===== src/rtl/stack_op_issuer_if.sv =====
// Instruction handshake between the decoder (master) and the stack
// operation issuer (slave).
//
// Handshake: the master raises instr_valid with opcode/imm stable and keeps
// them unchanged until a cycle where instr_ready is also high. That cycle is
// the transfer. The slave samples nothing while instr_ready is low.
interface stack_op_issuer_if #(
  parameter int DBITS = 32
);
  logic             instr_valid;
  logic             instr_ready;
  logic [3:0]       opcode;
  logic [DBITS-1:0] imm;

  modport master (
    output instr_valid,
    output opcode,
    output imm,
    input  instr_ready
  );

  modport slave (
    input  instr_valid,
    input  opcode,
    input  imm,
    output instr_ready
  );
endinterface


===== src/rtl/stack_op_issuer.sv =====
// Stack operation issuer: accepts decoded stack instructions and drives the
// operand stack's pop/pop-second/push strobes. Single-cycle ops finish in the
// accept cycle. DUP and SWAP need extra push cycles because the stack file
// takes at most one push per cycle. Depth is tracked here so that underflow
// and overflow are caught before any strobe is issued.
module stack_op_issuer #(
  parameter int DBITS = 32,
  parameter int DEPTH = 256,
  parameter int CBITS = 9
) (
  input  logic             clk,
  input  logic             rst,
  stack_op_issuer_if.slave ins,
  output logic             st_en1,
  output logic             st_en2,
  output logic             st_we,
  output logic [DBITS-1:0] st_din,
  input  logic [DBITS-1:0] st_dout1,
  input  logic [DBITS-1:0] st_dout2,
  output logic [DBITS-1:0] result,
  output logic             result_valid,
  output logic [CBITS-1:0] depth,
  output logic             err,
  output logic [1:0]       dbg_state
);

  // Opcode map
  localparam logic [3:0] OP_NOP  = 4'd0;
  localparam logic [3:0] OP_PUSH = 4'd1;
  localparam logic [3:0] OP_POP  = 4'd2;
  localparam logic [3:0] OP_ADD  = 4'd3;
  localparam logic [3:0] OP_SUB  = 4'd4;
  localparam logic [3:0] OP_AND  = 4'd5;
  localparam logic [3:0] OP_OR   = 4'd6;
  localparam logic [3:0] OP_XOR  = 4'd7;
  localparam logic [3:0] OP_NOT  = 4'd8;
  localparam logic [3:0] OP_DUP  = 4'd9;
  localparam logic [3:0] OP_SWAP = 4'd10;

  // Sequencer states
  localparam logic [1:0] S_IDLE      = 2'd0;
  localparam logic [1:0] S_DUP_PUSH  = 2'd1;
  localparam logic [1:0] S_SW_PUSH_A = 2'd2;
  localparam logic [1:0] S_SW_PUSH_B = 2'd3;

  localparam logic [CBITS-1:0] DEPTH_C = CBITS'(DEPTH);
  localparam logic [CBITS-1:0] ONE_C   = CBITS'(1);
  localparam logic [CBITS-1:0] TWO_C   = CBITS'(2);

  logic [1:0]       state;
  logic [DBITS-1:0] tmp_a;
  logic [DBITS-1:0] tmp_b;

  // Decode results for the instruction currently on the handshake
  logic             legal;
  logic [1:0]       need;
  logic             is_alu;
  logic             underflow;
  logic             overflow;
  logic             guard;
  logic             accept;
  logic             fire;
  logic             reject;
  logic [DBITS-1:0] alu_res;

  assign dbg_state       = state;
  assign ins.instr_ready = (state == S_IDLE);
  assign accept          = ins.instr_valid && ins.instr_ready;

  // Operand requirement and legality of the presented opcode
  always_comb begin
    legal  = 1'b1;
    need   = 2'd0;
    is_alu = 1'b0;
    case (ins.opcode)
      OP_NOP, OP_PUSH: need = 2'd0;
      OP_POP, OP_NOT, OP_DUP: need = 2'd1;
      OP_ADD, OP_SUB, OP_AND, OP_OR, OP_XOR: begin
        need   = 2'd2;
        is_alu = 1'b1;
      end
      OP_SWAP: need = 2'd2;
      default: legal = 1'b0;
    endcase
  end

  // Guards: a guarded instruction is consumed but produces no strobes
  always_comb begin
    underflow = (depth < CBITS'(need));
    overflow  = ((ins.opcode == OP_PUSH) || (ins.opcode == OP_DUP)) &&
                (depth == DEPTH_C);
    guard     = !legal || underflow || overflow;
    fire      = accept && !guard;
    reject    = accept && guard;
  end

  // Binary ALU: second entry is the left operand, top of stack the right
  always_comb begin
    alu_res = '0;
    case (ins.opcode)
      OP_ADD:  alu_res = st_dout2 + st_dout1;
      OP_SUB:  alu_res = st_dout2 - st_dout1;
      OP_AND:  alu_res = st_dout2 & st_dout1;
      OP_OR:   alu_res = st_dout2 | st_dout1;
      OP_XOR:  alu_res = st_dout2 ^ st_dout1;
      default: alu_res = '0;
    endcase
  end

  // Stack strobes: accept-cycle op in IDLE, fixed pushes in sequencing states
  always_comb begin
    st_en1 = 1'b0;
    st_en2 = 1'b0;
    st_we  = 1'b0;
    st_din = '0;
    if (!rst) begin
      case (state)
        S_IDLE: begin
          if (fire) begin
            if (is_alu) begin
              st_en1 = 1'b1;
              st_en2 = 1'b1;
              st_we  = 1'b1;
              st_din = alu_res;
            end else begin
              case (ins.opcode)
                OP_PUSH: begin
                  st_we  = 1'b1;
                  st_din = ins.imm;
                end
                OP_POP: st_en1 = 1'b1;
                OP_NOT: begin
                  st_en1 = 1'b1;
                  st_we  = 1'b1;
                  st_din = ~st_dout1;
                end
                OP_DUP: begin
                  // Top is popped and rewritten in place; the copy follows.
                  st_en1 = 1'b1;
                  st_we  = 1'b1;
                  st_din = st_dout1;
                end
                OP_SWAP: begin
                  st_en1 = 1'b1;
                  st_en2 = 1'b1;
                end
                default: ;
              endcase
            end
          end
        end
        S_DUP_PUSH, S_SW_PUSH_A: begin
          st_we  = 1'b1;
          st_din = tmp_a;
        end
        S_SW_PUSH_B: begin
          st_we  = 1'b1;
          st_din = tmp_b;
        end
        default: ;
      endcase
    end
  end

  // Sequencer state and the operands latched for the follow-up pushes
  always_ff @(posedge clk or posedge rst) begin
    if (rst) begin
      state <= S_IDLE;
      tmp_a <= '0;
      tmp_b <= '0;
    end else begin
      case (state)
        S_IDLE: begin
          if (fire && (ins.opcode == OP_DUP)) begin
            tmp_a <= st_dout1;
            state <= S_DUP_PUSH;
          end else if (fire && (ins.opcode == OP_SWAP)) begin
            tmp_a <= st_dout1;
            tmp_b <= st_dout2;
            state <= S_SW_PUSH_A;
          end
        end
        S_DUP_PUSH:  state <= S_IDLE;
        S_SW_PUSH_A: state <= S_SW_PUSH_B;
        S_SW_PUSH_B: state <= S_IDLE;
        default:     state <= S_IDLE;
      endcase
    end
  end

  // Depth counter follows the net pops/pushes issued each cycle
  always_ff @(posedge clk or posedge rst) begin
    if (rst) begin
      depth <= '0;
    end else begin
      case (state)
        S_IDLE: begin
          if (fire) begin
            case (ins.opcode)
              OP_PUSH: depth <= depth + ONE_C;
              OP_POP, OP_ADD, OP_SUB, OP_AND, OP_OR, OP_XOR:
                depth <= depth - ONE_C;
              OP_SWAP: depth <= depth - TWO_C;
              default: ;
            endcase
          end
        end
        S_DUP_PUSH, S_SW_PUSH_A, S_SW_PUSH_B: depth <= depth + ONE_C;
        default: ;
      endcase
    end
  end

  // Popped value, its valid pulse, and the error pulse
  always_ff @(posedge clk or posedge rst) begin
    if (rst) begin
      result       <= '0;
      result_valid <= 1'b0;
      err          <= 1'b0;
    end else begin
      result_valid <= fire && (ins.opcode == OP_POP);
      err          <= reject;
      if (fire && (ins.opcode == OP_POP)) begin
        result <= st_dout1;
      end
    end
  end

endmodule


===== src/flat_wrapper.sv =====
// flat-port wrapper written by rule: the top's interface ports become plain ports
module stack_op_issuer_flat 
#(
  parameter int DBITS = 32,
  parameter int DEPTH = 256,
  parameter int CBITS = 9
)
  (clk, rst, st_en1, st_en2, st_we, st_din, st_dout1, st_dout2, result, result_valid, depth, err, dbg_state, ins_instr_valid, ins_opcode, ins_imm, ins_instr_ready);
  stack_op_issuer_if #(.DBITS(DBITS)) ins_i ();
  input  logic clk;
  input  logic rst;
  output logic st_en1;
  output logic st_en2;
  output logic st_we;
  output logic [DBITS-1:0] st_din;
  input  logic [DBITS-1:0] st_dout1;
  input  logic [DBITS-1:0] st_dout2;
  output logic [DBITS-1:0] result;
  output logic result_valid;
  output logic [CBITS-1:0] depth;
  output logic err;
  output logic [1:0] dbg_state;
  input wire logic [$bits(ins_i.instr_valid)-1:0] ins_instr_valid;
  input wire logic [$bits(ins_i.opcode)-1:0] ins_opcode;
  input wire logic [$bits(ins_i.imm)-1:0] ins_imm;
  output wire logic [$bits(ins_i.instr_ready)-1:0] ins_instr_ready;
  assign ins_i.instr_valid = ins_instr_valid;
  assign ins_i.opcode = ins_opcode;
  assign ins_i.imm = ins_imm;
  assign ins_instr_ready = ins_i.instr_ready;
  stack_op_issuer #(.DBITS(DBITS), .DEPTH(DEPTH), .CBITS(CBITS)) u_core (.clk(clk), .rst(rst), .ins(ins_i), .st_en1(st_en1), .st_en2(st_en2), .st_we(st_we), .st_din(st_din), .st_dout1(st_dout1), .st_dout2(st_dout2), .result(result), .result_valid(result_valid), .depth(depth), .err(err), .dbg_state(dbg_state));
endmodule

===== config.mk =====
export PLATFORM = sky130hd
export DESIGN_NAME = stack_op_issuer_flat
export DESIGN_NICKNAME = d
export VERILOG_FILES = /design/src/rtl/stack_op_issuer_if.sv /design/src/rtl/stack_op_issuer.sv /design/src/flat_wrapper.sv
export SDC_FILE = /design/constraint.sdc
export NUM_CORES = 1
export LEC_CHECK = 0
export CAP_MARGIN = 20
export CORE_MARGIN = 5
export CORE_UTILIZATION = 25
export DETAILED_ROUTE_END_ITERATION = 10
export PLACE_DENSITY_LB_ADDON = 0.25
export SLEW_MARGIN = 20
export SYNTH_ARGS = -nofsm -noshare
export SYNTH_HDL_FRONTEND = slang
export SYNTH_SLANG_ARGS = --single-unit

===== constraint.sdc =====
create_clock -name clk -period 4.9 [get_ports clk]
set_input_delay 0.735 -clock clk [delete_from_list [all_inputs] [get_ports clk]]
set_output_delay 0.735 -clock clk [all_outputs]
set_load 0.01 [all_outputs]

# Word level (Yosys, flattened, before mapping)
# Index checks and enable logic that the tools add are counted.
# word_totals
rom_bits,0
in_bits,103
out_inout_bits,81
ff_bits,109
latchBits,0
memories,0
mem_bits_rw,0
wordCells,95
# classes
reduce_logical,28
shifts,0
n_div,0
magnitude_cmp,1
muxes,32
addsub,5
n_bitwise,5
n_eq_ne,17
multipliers,0
# ops
cell,count
32-bit one-hot mux with 3 select lines,2
32-bit two-way mux,5
32-bit one-hot mux with 5 select lines,1
32-bit adder,1
32-bit bitwise AND,1
32-bit inverter,1
32-bit bitwise OR,1
32-bit subtractor,1
32-bit XOR,1
9-bit one-hot mux with 3 select lines,1
9-bit one-hot mux with 2 select lines,1
4-bit by 3-bit == test with 1-bit output (second input constant),4
1-bit two-way mux,16
4-bit == test (second input constant),3
6-bit OR reduction,2
11-bit OR reduction,1
9-bit by 1-bit adder with 9-bit output (second input constant),1
9-bit == test (second input constant),1
9-bit by 2-bit < comparator with 1-bit output,1
9-bit two-way mux,1
3-bit OR reduction,3
9-bit by 1-bit subtractor with 9-bit output (second input constant),1
9-bit by 2-bit subtractor with 9-bit output (second input constant),1
4-bit by 2-bit == test with 1-bit output (second input constant),2
other kinds (22),35

# Longest topological paths before layout
# Gate-level depths: netlist of run 1.
# depth
depth_word,12
depth_mapped,19

# Worst setup path before layout of run 1
# OpenSTA, ideal clock, no wires.
# synth_path
kind,input to output
start,input port ins_opcode[3]
end,output port st_din[31]
n_path_buf,2
t_arrival_ps,4599
cell_stages,17
required_ps,4165
path_slack_ps,-434
path_cell_list,clkbuf_1 -> inv_1 -> nand2_1 -> nor3_1 -> clkbuf_1 -> nor2_1 -> xnor2_1 -> ha_1 -> a21oi_1 -> o21ai_0 -> a2111o_1 -> a2111o_1 -> a31oi_2 -> o21ai_2 -> o221ai_4 -> a211oi_2 -> a2111oi_2
# synth_between
elab_chain_cells,11
word_cells_on_any_way,32
classes_between,order compare: 1; eq/ne: 10; mux: 9; reduce/logical: 12
# synth_rtl
element,line,source
from (decl),flat_wrapper.sv:24,input wire logic [$bits(ins_i.opcode)-1:0] ins_opcode;
4-bit by 2-bit == test with 1-bit output (tied with other cells),"stack_op_issuer.sv:75, stack_op_issuer.sv:100",
6-bit OR reduction (no line) (tied with other cells),-,
2-bit one-hot mux with 2 select lines or 1-bit two-way mux (tied branches),stack_op_issuer.sv:75,case (ins.opcode)
9-bit by 2-bit < comparator with 1-bit output or 1-bit logical NOT (tied branches),"stack_op_issuer.sv:89, stack_op_issuer.sv:92",
1-bit logical OR (2 in series),stack_op_issuer.sv:92,guard = !legal || underflow || overflow;
1-bit logical NOT,stack_op_issuer.sv:93,fire = accept && !guard;
1-bit logical AND,stack_op_issuer.sv:93,
32-bit two-way mux *,stack_op_issuer.sv:119,if (fire) begin
32-bit one-hot mux with 3 select lines *,stack_op_issuer.sv:117,case (state)
32-bit two-way mux *,stack_op_issuer.sv:116,if (!rst) begin
to (decl),flat_wrapper.sv:15,output logic [DBITS-1:0] st_din;
# Every way passes the cells marked *; elsewhere a longest branch is shown, timed or not.

# Final worst setup path of run 1
# layout_path
start,input port st_dout1[5]
end,output port st_din[31]
# layout_between
elab_chain_cells,6
word_cells_on_any_way,7
classes_between,add/sub: 2; mux: 5
# layout_rtl
element,line,source
from (decl),flat_wrapper.sv:16,input logic [DBITS-1:0] st_dout1;
32-bit subtractor or 32-bit adder (tied branches),"stack_op_issuer.sv:102, stack_op_issuer.sv:101",
32-bit one-hot mux with 5 select lines *,stack_op_issuer.sv:100,case (ins.opcode)
32-bit two-way mux *,stack_op_issuer.sv:120,if (is_alu) begin
32-bit two-way mux *,stack_op_issuer.sv:119,
32-bit one-hot mux with 3 select lines *,stack_op_issuer.sv:117,
32-bit two-way mux *,stack_op_issuer.sv:116,
# Marked as above.

==> results.md, run 1 <==
- Setup ws final: -0.239 ns
- Share of layout cells above drive strength 1: a little under a third
- FMAX: 195 MHz
- CTS Buffer Depth: 2
- DR iter-0 viols: between 600 and 700
- Worst vdd ir: 0.000201 V
- Initial Util: 25.3%
- Sequential cell area: 0.00273 sq mm
- Period utilisation layout: 105%
- H-tree depth: 3
- Clock transition at path regs: around 0.080 ns
- Pwr dens: 331 mW/mm^2
- Outcome: complete, but fails checks
- CTS tree: yes
- Crit path time final: 5.14 ns
- Unrepaired setup endpoints after global routing: true
- Num CTS Buffers: 9
- Ys flop type: dfrtp_1
- Sink Count: around 110
- Synth Warn #: 0
- Avg Inst Size Synth: 8.54 sq um
- Fillers: 4262
- Most frequent cells in the layout: buf_4 (251), clkdlybuf4s50_1 (135), a21oi_1 (126)
- Full die area: between 0.04 and 0.05 sq mm
- Row Count: 75
- Root buffer cell: clkbuf_16
- WS Path Type: in -> out
- First-pass GRT wire length: just under 70000 um
- Final nets: 1828
- Lkg Pwr: 7.15 nW
- Async SR Flop Fraction: 100%
- Critical path arrival: about 4.4 ns
- Final Hold Fails: 0
- # port buffers: 183
- Synth Net Count: 1449
- Die H: 216 um
- DP HPWL: 34200 um
- Post-synth EDFFs: 0
- Worst hold margin: around 0.49 ns
- GRT Total Usage: between 10% and 20%
- Sequential share of the synthesized area: 25.8%
- Initial antenna violation count: 1
- Slew @ Worst Pin: roughly 1.1 ns
- Cells after Synth: around 1200
- Mapped cell area: 0.0106 sq mm
- Core area: 0.0419 sq mm
- Worst min path class: reg -> reg
- #FFs+latches synth: 109
- Placed insts: between 2000 and 2500
- Critical Path RT: roughly 4.2 ns
- Element type at the critical path end: output pin
- Drt via density: 5.10
- Post-Layout Cell Count: 2161
- Total wire length: 45100 um
- Max Slew Vio Count: 0
- Grt total ovfl: 0
- Max_slew headroom: 28.5%
- Vias in the first global route: 11384
- Clock Latency Late Sink: between 0.3 and 0.4 ns
- Post-Place Setup Slack: -1.34 ns
- DR WL/cell: between 20 and 25 um
- Hold_buf cts: 0
- Commonest non-fill, non-tap cell in the layout: buf_4
- # IOs: 184
- Unique cell type count in the Yosys netlist: 77
- DRC viols: 0
- Max FO, Critical Path: 3
- Worst setup SP type: input pin
- Area of the multi-input gates: 0.00785 sq mm
- Initial DRT Pass Iterations: 5
- Pin count of the biggest net entering global routing: 55
- Final Skew: around 0.011 ns
- P&R area growth vs syn: 49.1%
- Total number of vias: 11011
- Die W: 216 um
- Final number of setup-violating endpoints: 10
- Violated checks: negative setup slack
- MaxCap Viol Count: 0
- Antenna Nets Post-Route: 0
- Final GP Congestion: slightly above 0.9
per-layer routing:
layer	global-route usage, %	up-vias	wire length, um
li1	-	5247	-
met1	26.1	5427	21500
met2	30.4	277	20500
met3	3.07	58	2030
met4	5.48	2	1070
met5	0	-	8
where the power goes:
part | switching (W) | internal, W | total (W)
logic | 0.00150 | 0.00145 | 0.00295
clock network | 0.000380 | 0.000421 | 0.000800
registers | 0.000233 | 0.00124 | 0.00147
total | 0.00211 | 0.00311 | 0.00522
synthesized netlist by cell type, types with 4 or more instances:
| master | count | area, sq um |
|---|---|---|
| a21oi_1 | 141 | 706 |
| dfrtp_1 | 109 | 2730 |
| ha_1 | 107 | 1340 |
| nand2_1 | 86 | 323 |
| xnor2_1 | 83 | 727 |
| inv_1 | 82 | 308 |
| mux2_2 | 74 | 833 |
| nor2_1 | 72 | 270 |
| o21ai_0 | 64 | 320 |
| clkbuf_1 | 58 | 218 |
| nor3_1 | 25 | 125 |
| a21o_1 | 24 | 180 |
| a22oi_1 | 22 | 165 |
| mux2_1 | 22 | 248 |
| o211ai_1 | 21 | 158 |
| a221oi_1 | 19 | 166 |
| a211oi_1 | 14 | 105 |
| buf_2 | 13 | 65.1 |
| nand3_1 | 13 | 65.1 |
| o32a_1 | 13 | 130 |
| a31oi_1 | 12 | 75.1 |
| nor4_1 | 11 | 68.8 |
| buf_1 | 10 | 37.5 |
| nand2b_1 | 10 | 62.6 |
| o31ai_1 | 9 | 67.6 |
| xor2_1 | 9 | 78.8 |
| and3_1 | 8 | 50.1 |
| nand4_1 | 6 | 37.5 |
| o21ai_1 | 6 | 30.0 |
| o2111ai_1 | 5 | 43.8 |
| o22ai_1 | 5 | 31.3 |
| o32ai_1 | 5 | 43.8 |
| o41ai_1 | 5 | 43.8 |
| buf_6 | 4 | 45.0 |
| mux2i_1 | 4 | 40.0 |
final timing paths:
| kind | from | endpoint | slack [ns] | depth (start not counted) |
|---|---|---|---|---|
| hold reg to reg | u_core.result[0]$_DFFE_PP0P_ | u_core.result[0]$_DFFE_PP0P_ | 0.49 | 1 |
| hold / removal | u_core.result[0]$_DFFE_PP0P_ | u_core.result[0]$_DFFE_PP0P_ | 0.49 | 1 |
| max in group asynchronous | rst | u_core.tmp_b[6]$_DFFE_PP0P_ | 3.05 | 3 |
| setup / recovery | st_dout1[5] | st_din[31] | -0.24 | 19 |
| setup reg to reg | u_core.dbg_state[0]$_DFFE_PP0P_ | u_core.depth[8]$_DFFE_PP0P_ | 1.90 | 10 |
| min in group asynchronous | rst | u_core.tmp_b[26]$_DFFE_PP0P_ | 0.83 | 2 |
layout make-up:
type                       count  area share [%]
antenna                        1          0.0159
clock buffer                  11            1.60
clock inverter                 4           0.302
inverter                      83            2.01
multi-input combinational    958            49.8
sequential                   109            17.3
tap                          539            4.28
timing repair buffer         456            24.7
sequential cells by signal, indices dropped and copies added, names as in the netlist:
signal	flops
u_core.tmp_b	32
u_core.result_valid	1
u_core.err	1
u_core.tmp_a	32
u_core.result	32
u_core.depth	9
u_core.dbg_state	2
cell families after synthesis:
family          Yosys count  synth area share, %
compound gates          401                 24.9
simple gates            257                 11.4
buf+inv                 171                 6.81
flops                   109                 25.8
fa+ha+maj               108                 12.9
mux                     100                 10.6
xor+xnor                 92                 7.62
critical path, stage by stage:
cell and delay (ns):
buf_8 0.10, nor4_4 0.25, buf_4 0.18, and2_4 0.15
and3_4 0.22, buf_6 0.12, a31oi_4 0.08, xnor2_1 0.14
ha_1 0.34, a211oi_2 0.26, nor3b_2 0.09, a2111o_1 0.35
a2111o_1 0.34, a31oi_4 0.19, o21ai_4 0.10, o221ai_4 0.20
a211oi_2 0.09, a2111oi_4 0.27, buf_2 0.21
repair_timing:
action                     in CTS  in global routing
buffers inserted               11                 12
resized for setup             215                 73
pin swaps                      77                 53
setup endpoints to repair      35                 29
gates cloned                    0                  1
metrics by stage:
stage	setup TNS (ns)	util (%)	power, W	area, sq um
after floorplan	0	-	0.00299	10600
after global placement	-26.62	35.1	0.00432	14700
after detailed placement	-25.05	35.1	0.00435	14700
after CTS	-1.39	36.8	0.00520	15400
after global routing	-3.76	37.7	0.00557	15800
final	-0.907	37.7	0.00522	15800
Power figures use the tool's default switching activity.
==> inputs of run 2 (changes only) <==
CELL_PAD_IN_SITES_DETAIL_PLACEMENT = 1   (was not set)
CELL_PAD_IN_SITES_GLOBAL_PLACEMENT = 1   (was not set)
==> results.md, run 2 (synthesis results as in run 1) <==
- Pwr dens: 331 mW/mm^2
- Vias in the first global route: 12293
- Core area: 0.0419 sq mm
- Final Hold Fails: 0
- Max_slew headroom: 42.3%
- Pin count of the biggest net entering global routing: 56
- Die H: 216 um
- Biggest regs: u_core.result x32, u_core.tmp_a x32, u_core.tmp_b x32
- H-tree depth: 3
- GRT Max-Usage Layer: met2
- Worst min path class: reg -> reg
- Max Slew Vio Count: 0
- DRC viols: 0
- Row Count: 75
- Critical path arrival: roughly 4.6 ns
- Setup ws final: -0.395 ns
- MaxCap Viol Count: 0
- Sink Count: 109
- CTS tree: yes
- First-pass GRT wire length: 74400 um
- Global Route met3 Usage: under 10%
- Layout Utilization: 38.2%
- Clock Latency Late Sink: between 0.3 and 0.4 ns
- Worst hold margin: 0.492 ns
- Worst setup SP type: input pin
- Hold_buf cts: 0
- # port buffers: 183
- Final nets: 1840
- Final GP Congestion: about 0.86
- Unrepaired setup endpoints after global routing: true
- Violated checks: negative setup slack
- GRT Total Usage: 20.4%
- DP HPWL: between 30000 and 40000 um
- Max FO, Critical Path: 4
- Full die area: approximately 0.046 sq mm
- Outcome: complete, but fails checks
- Critical Path RT: 4.16 ns
- Period utilisation layout: 108%
- Initial Util: 25.3%
- Drt via density: 5.18
- Initial antenna violation count: 1
- Die W: between 200 and 250 um
- Final Skew: 0.0160 ns
- DR WL/cell: 22.6 um
- Met1 Use GR: 27.2%
- Total wire length: 49100 um
- Slew @ Worst Pin: slightly below 0.9 ns
- Antenna Nets Post-Route: 0
- Element type at the critical path end: output pin
- Crit path time final: ~5.3 ns
- Clock transition at path regs: ~0.070 ns
- Initial DRT Pass Iterations: 5
- DR iter-0 viols: 457
- P&R area growth vs syn: 51.3%
- Met2 usage: 35.0%
- Commonest non-fill, non-tap cell in the layout: buf_4
- Total number of vias: ~11000
- FMAX: 189 MHz
- Num CTS Buffers: 9
- WS Path Type: in -> out
- Root buffer cell: clkbuf_16
- # IOs: 184
- Share of layout cells above drive strength 1: between 30% and 40%
- Worst vdd ir: 0.000179 V
- Antenna cell count: 0
- Most frequent cells in the layout: buf_4 (260), clkdlybuf4s50_1 (134), a21oi_1 (120)
- Grt total ovfl: 0
- Fillers: 4858
- Lkg Pwr: roughly 7.2 nW
- Final number of setup-violating endpoints: 16
- CTS Buffer Depth: 2
run 2: final cells by class:
type | count | area, sq um | area share, %
sequential | 109 | 2730 | 17.1
clock buffer | 13 | 260 | 1.63
tap | 539 | 674 | 4.22
clock inverter | 3 | 18.8 | 0.117
inverter | 83 | 317 | 1.98
timing repair buffer | 468 | 4020 | 25.2
multi-input combinational | 958 | 7970 | 49.8
run 2: metrics by stage:
step	area (sq um)	setup TNS, ns	cells	setup slack (ns)	power (W)
after floorplan	10600	0	1238	0.00942	0.00299
after global placement	14700	-24.11	2125	-1.23	0.00430
after detailed placement	14700	-26.39	2125	-1.34	0.00436
after CTS	15600	-2.30	2167	-0.285	0.00524
after global routing	16000	-5.94	2173	-0.564	0.00564
final	16000	-2.65	2173	-0.395	0.00529
run 2: metal layers:
layer  wire length (um)  vias to the layer above
met5                  8                        -
met3               1970                       49
met4                939                        2
met1              22500                     5705
met2              23700                      232
li1                   -                     5260
run 2: critical path, cell delays in order:
cell and delay, ns:
buf_8 0.10, nor4_4 0.33, buf_4 0.18, and3_4 0.22, buf_6 0.10, a21oi_2 0.05
xnor2_1 0.13, ha_1 0.36, and2_1 0.20, and3_1 0.23, a221oi_4 0.35, a211oi_2 0.12
buf_4 0.17, o21ai_4 0.14, o21ai_2 0.08, buf_4 0.16, a221oi_4 0.28, mux2i_1 0.11
or3_1 0.35, buf_2 0.16
run 2: path summary, 6_finish.rpt:
| path | from | endpoint | slack [ns] | cells after the start |
|---|---|---|---|---|
| worst min-delay path | u_core.result[16]$_DFFE_PP0P_ | u_core.result[16]$_DFFE_PP0P_ | 0.49 | 1 |
| worst max register to register | u_core.depth[1]$_DFFE_PP0P_ | u_core.tmp_a[19]$_DFFE_PP0P_ | 1.73 | 12 |
| worst min register to register | u_core.result[16]$_DFFE_PP0P_ | u_core.result[16]$_DFFE_PP0P_ | 0.49 | 1 |
| worst max-delay path | st_dout1[5] | st_din[30] | -0.40 | 20 |
| min in group asynchronous | rst | u_core.tmp_b[26]$_DFFE_PP0P_ | 0.67 | 2 |
| max in group asynchronous | rst | u_core.tmp_a[6]$_DFFE_PP0P_ | 3.06 | 3 |
run 2: power by group:
part / switching (W) / leakage (nW) / internal [W]
logic: 0.00157 / 5.66 / 0.00148
clock network: 0.000386 / 0.140 / 0.000375
registers: 0.000236 / 1.43 / 0.00124
total: 0.00219 / 7.23 / 0.00310
run 2: timing repair:
| action | 4_1_cts | 5_1_grt |
|---|---|---|
| setup buffers | 28 | 8 |
| pin swaps | 91 | 62 |
| cloned | 0 | 1 |
| setup endpoints to repair | 35 | 30 |
| gates resized for setup | 241 | 85 |
==> inputs of run 3 (changes only) <==
CELL_PAD_IN_SITES_DETAIL_PLACEMENT = 0   (was 1)
CELL_PAD_IN_SITES_GLOBAL_PLACEMENT = 2   (was 1)
==> results.md, run 3 (synthesis results as in run 1) <==
- Initial antenna violation count: 0
- Total wire length: 46500 um
- Internal Power: between 0.003 and 0.004 W
- Switch share: between 40% and 50%
- Grt total ovfl: 0
- WS Path Type: in -> out
- Worst hold margin: 0.490 ns
- Crit path time final: 5.15 ns
- Lkg Pwr: 7.21 nW
- Die H: around 220 um
- DR WL/cell: 21.4 um
- DRC viols: 0
- Critical path arrival: around 4.4 ns
- Antenna cell count: 0
- FMAX: about 190 MHz
- Num CTS Buffers: 9
- Most frequent cells in the layout: buf_4 (252), clkdlybuf4s50_1 (134), a21oi_1 (125)
- Element type at the critical path end: output pin
- DP HPWL: 35300 um
- Vias in the first global route: between 10000 and 15000
- Initial DRT Pass Iterations: 5
- Worst min path class: reg -> reg
- DR iter-0 viols: ~500
- Final Skew: 0.0162 ns
- Max Slew Vio Count: 0
- Critical Path RT: 4.16 ns
- Clock Latency Late Sink: about 0.39 ns
- Final GP Congestion: slightly below 0.9
- Non-Filler Cell Area, Final: 0.0160 sq mm
- GRT Total Usage: 19.5%
- CTS Buffer Depth: 2
- Setup TNS: -0.983 ns
- MaxCap Viol Count: 0
- Worst vdd ir: 0.000164 V
- # port buffers: 183
- Die W: 216 um
- Commonest non-fill, non-tap cell in the layout: buf_4
- Final Hold Fails: 0
- Clock transition at path regs: roughly 0.090 ns
- Cell repeated most along the worst path: a21oi_2
- Overall Power: 0.00530 W
- CTS tree: yes
- Setup ws final: -0.251 ns
- Slew @ Worst Pin: 0.734 ns
- Placed inst area: 0.0147 sq mm
- Sink Count: 109
- Violated checks: negative setup slack
- P&R area growth vs syn: 51.6%
- Worst setup SP type: input pin
- Share of layout cells above drive strength 1: 33.4%
- Logic pwr share: 56.6%
- CP max stage delay: roughly 0.37 ns
- Max FO, Critical Path: 3
- CP cell instances: buf_8 > nor4_4 > and2_4 > and3_4 > nand3_4 > buf_6 > o41ai_4 > xnor2_1 > ha_1 > a21oi_2 > o21bai_1 > a21o_1 > a21oi_2 > buf_4 > o21ai_4 > a221oi_2 > mux2i_1 > or3_1 > buf_2
- Clock power share: between 10% and 20%
- Initial Util: between 20 and 30%
- First-pass GRT wire length: 70700 um
- Total number of vias: 10959
- Outcome: complete, but fails checks
- H-tree depth: 3
- Pin count of the biggest net entering global routing: 51
- Switching power: 0.00213 W
- Slowest CP cell: o41ai_4
- Root buffer cell: clkbuf_16
- Core area: 0.0419 sq mm
- Final number of setup-violating endpoints: 9
- Full die area: between 0.04 and 0.05 sq mm
- Fraction of power consumed by sequential logic: 27.9%
- Period utilisation layout: 105%
- Final nets: 1836
- Antenna Nets Post-Route: 0
- Post-Place Setup Slack: -1.27 ns
- Biggest regs: u_core.result x32, u_core.tmp_a x32, u_core.tmp_b x32
- Pwr dens: 330 mW/mm^2
- Unrepaired setup endpoints after global routing: true
- Max_slew headroom: 50.7%
- Drt via density: 5.05
- Row Count: 75
- Fillers: 4324
- # IOs: approximately 180
## run 3: routing by layer
layer	track usage, %	wire length (um)	vias to the layer above
met2	31.8	21500	217
li1	-	-	5275
met1	26.2	21900	5407
met4	6.70	1300	0
met3	3.27	1770	60
met5	0	0	-
## run 3: what timing repair did
| item | CTS | global route |
|---|---|---|
| setup endpoints to repair | 35 | 29 |
| hold buffers | 0 | 0 |
| endpoints found under the hold margin | 0 | 0 |
| pin swaps | 87 | 76 |
| gates cloned | 1 | 0 |
| gates resized for setup | 233 | 92 |
| buffers inserted | 21 | 17 |
## run 3: power by group through the flow
stage	Clock, W	Combinational (W)	Sequential [W]
after floorplan	0	0.00151	0.00148
after global placement	0	0.00284	0.00148
after detailed placement	0	0.00286	0.00149
after CTS	0.000863	0.00293	0.00148
after global routing	0.000882	0.00327	0.00152
final	0.000818	0.00300	0.00148
## run 3: area by class of cell
class / instances / area [sq um] / area share [%]
sequential: 109 / 2730 / 17.0
clock buffer: 11 / 233 / 1.45
timing repair buffer: 464 / 4040 / 25.2
inverter: 83 / 314 / 1.96
tap: 539 / 674 / 4.21
multi-input combinational: 958 / 7970 / 49.7
clock inverter: 5 / 75.1 / 0.468
## run 3: metrics by stage
step,std cells,util (%)
6_report,2169,38.3
2_1_floorplan,1238,-
3_3_place_gp,2118,35.1
5_1_grt,2169,38.3
3_5_place_dp,2118,35.1
4_1_cts,2154,37.2
## run 3: path summary, 6_finish.rpt
path                                                       from                       endpoint  slack, ns  cells past startpoint
worst max-delay path                                st_dout1[5]                     st_din[30]      -0.25                     19
worst min-delay path              u_core.result[30]$_DFFE_PP0P_  u_core.result[30]$_DFFE_PP0P_       0.49                      1
worst max register to register  u_core.dbg_state[0]$_DFFE_PP0P_    u_core.depth[8]$_DFFE_PP0P_       1.79                     10
worst min register to register    u_core.result[30]$_DFFE_PP0P_  u_core.result[30]$_DFFE_PP0P_       0.49                      1
max in group asynchronous                                   rst    u_core.tmp_a[7]$_DFFE_PP0P_       3.28                      3
min in group asynchronous                                   rst  u_core.result[30]$_DFFE_PP0P_       0.58                      2
## run 3: worst max-delay path, delay by kind of cell
kind,cells,cell delay (ns)
compound gates,7,1.33
xor+xnor,1,0.12
fa+ha+maj,1,0.35
buf+inv,4,0.54
mux,1,0.11
simple gates,5,1.23
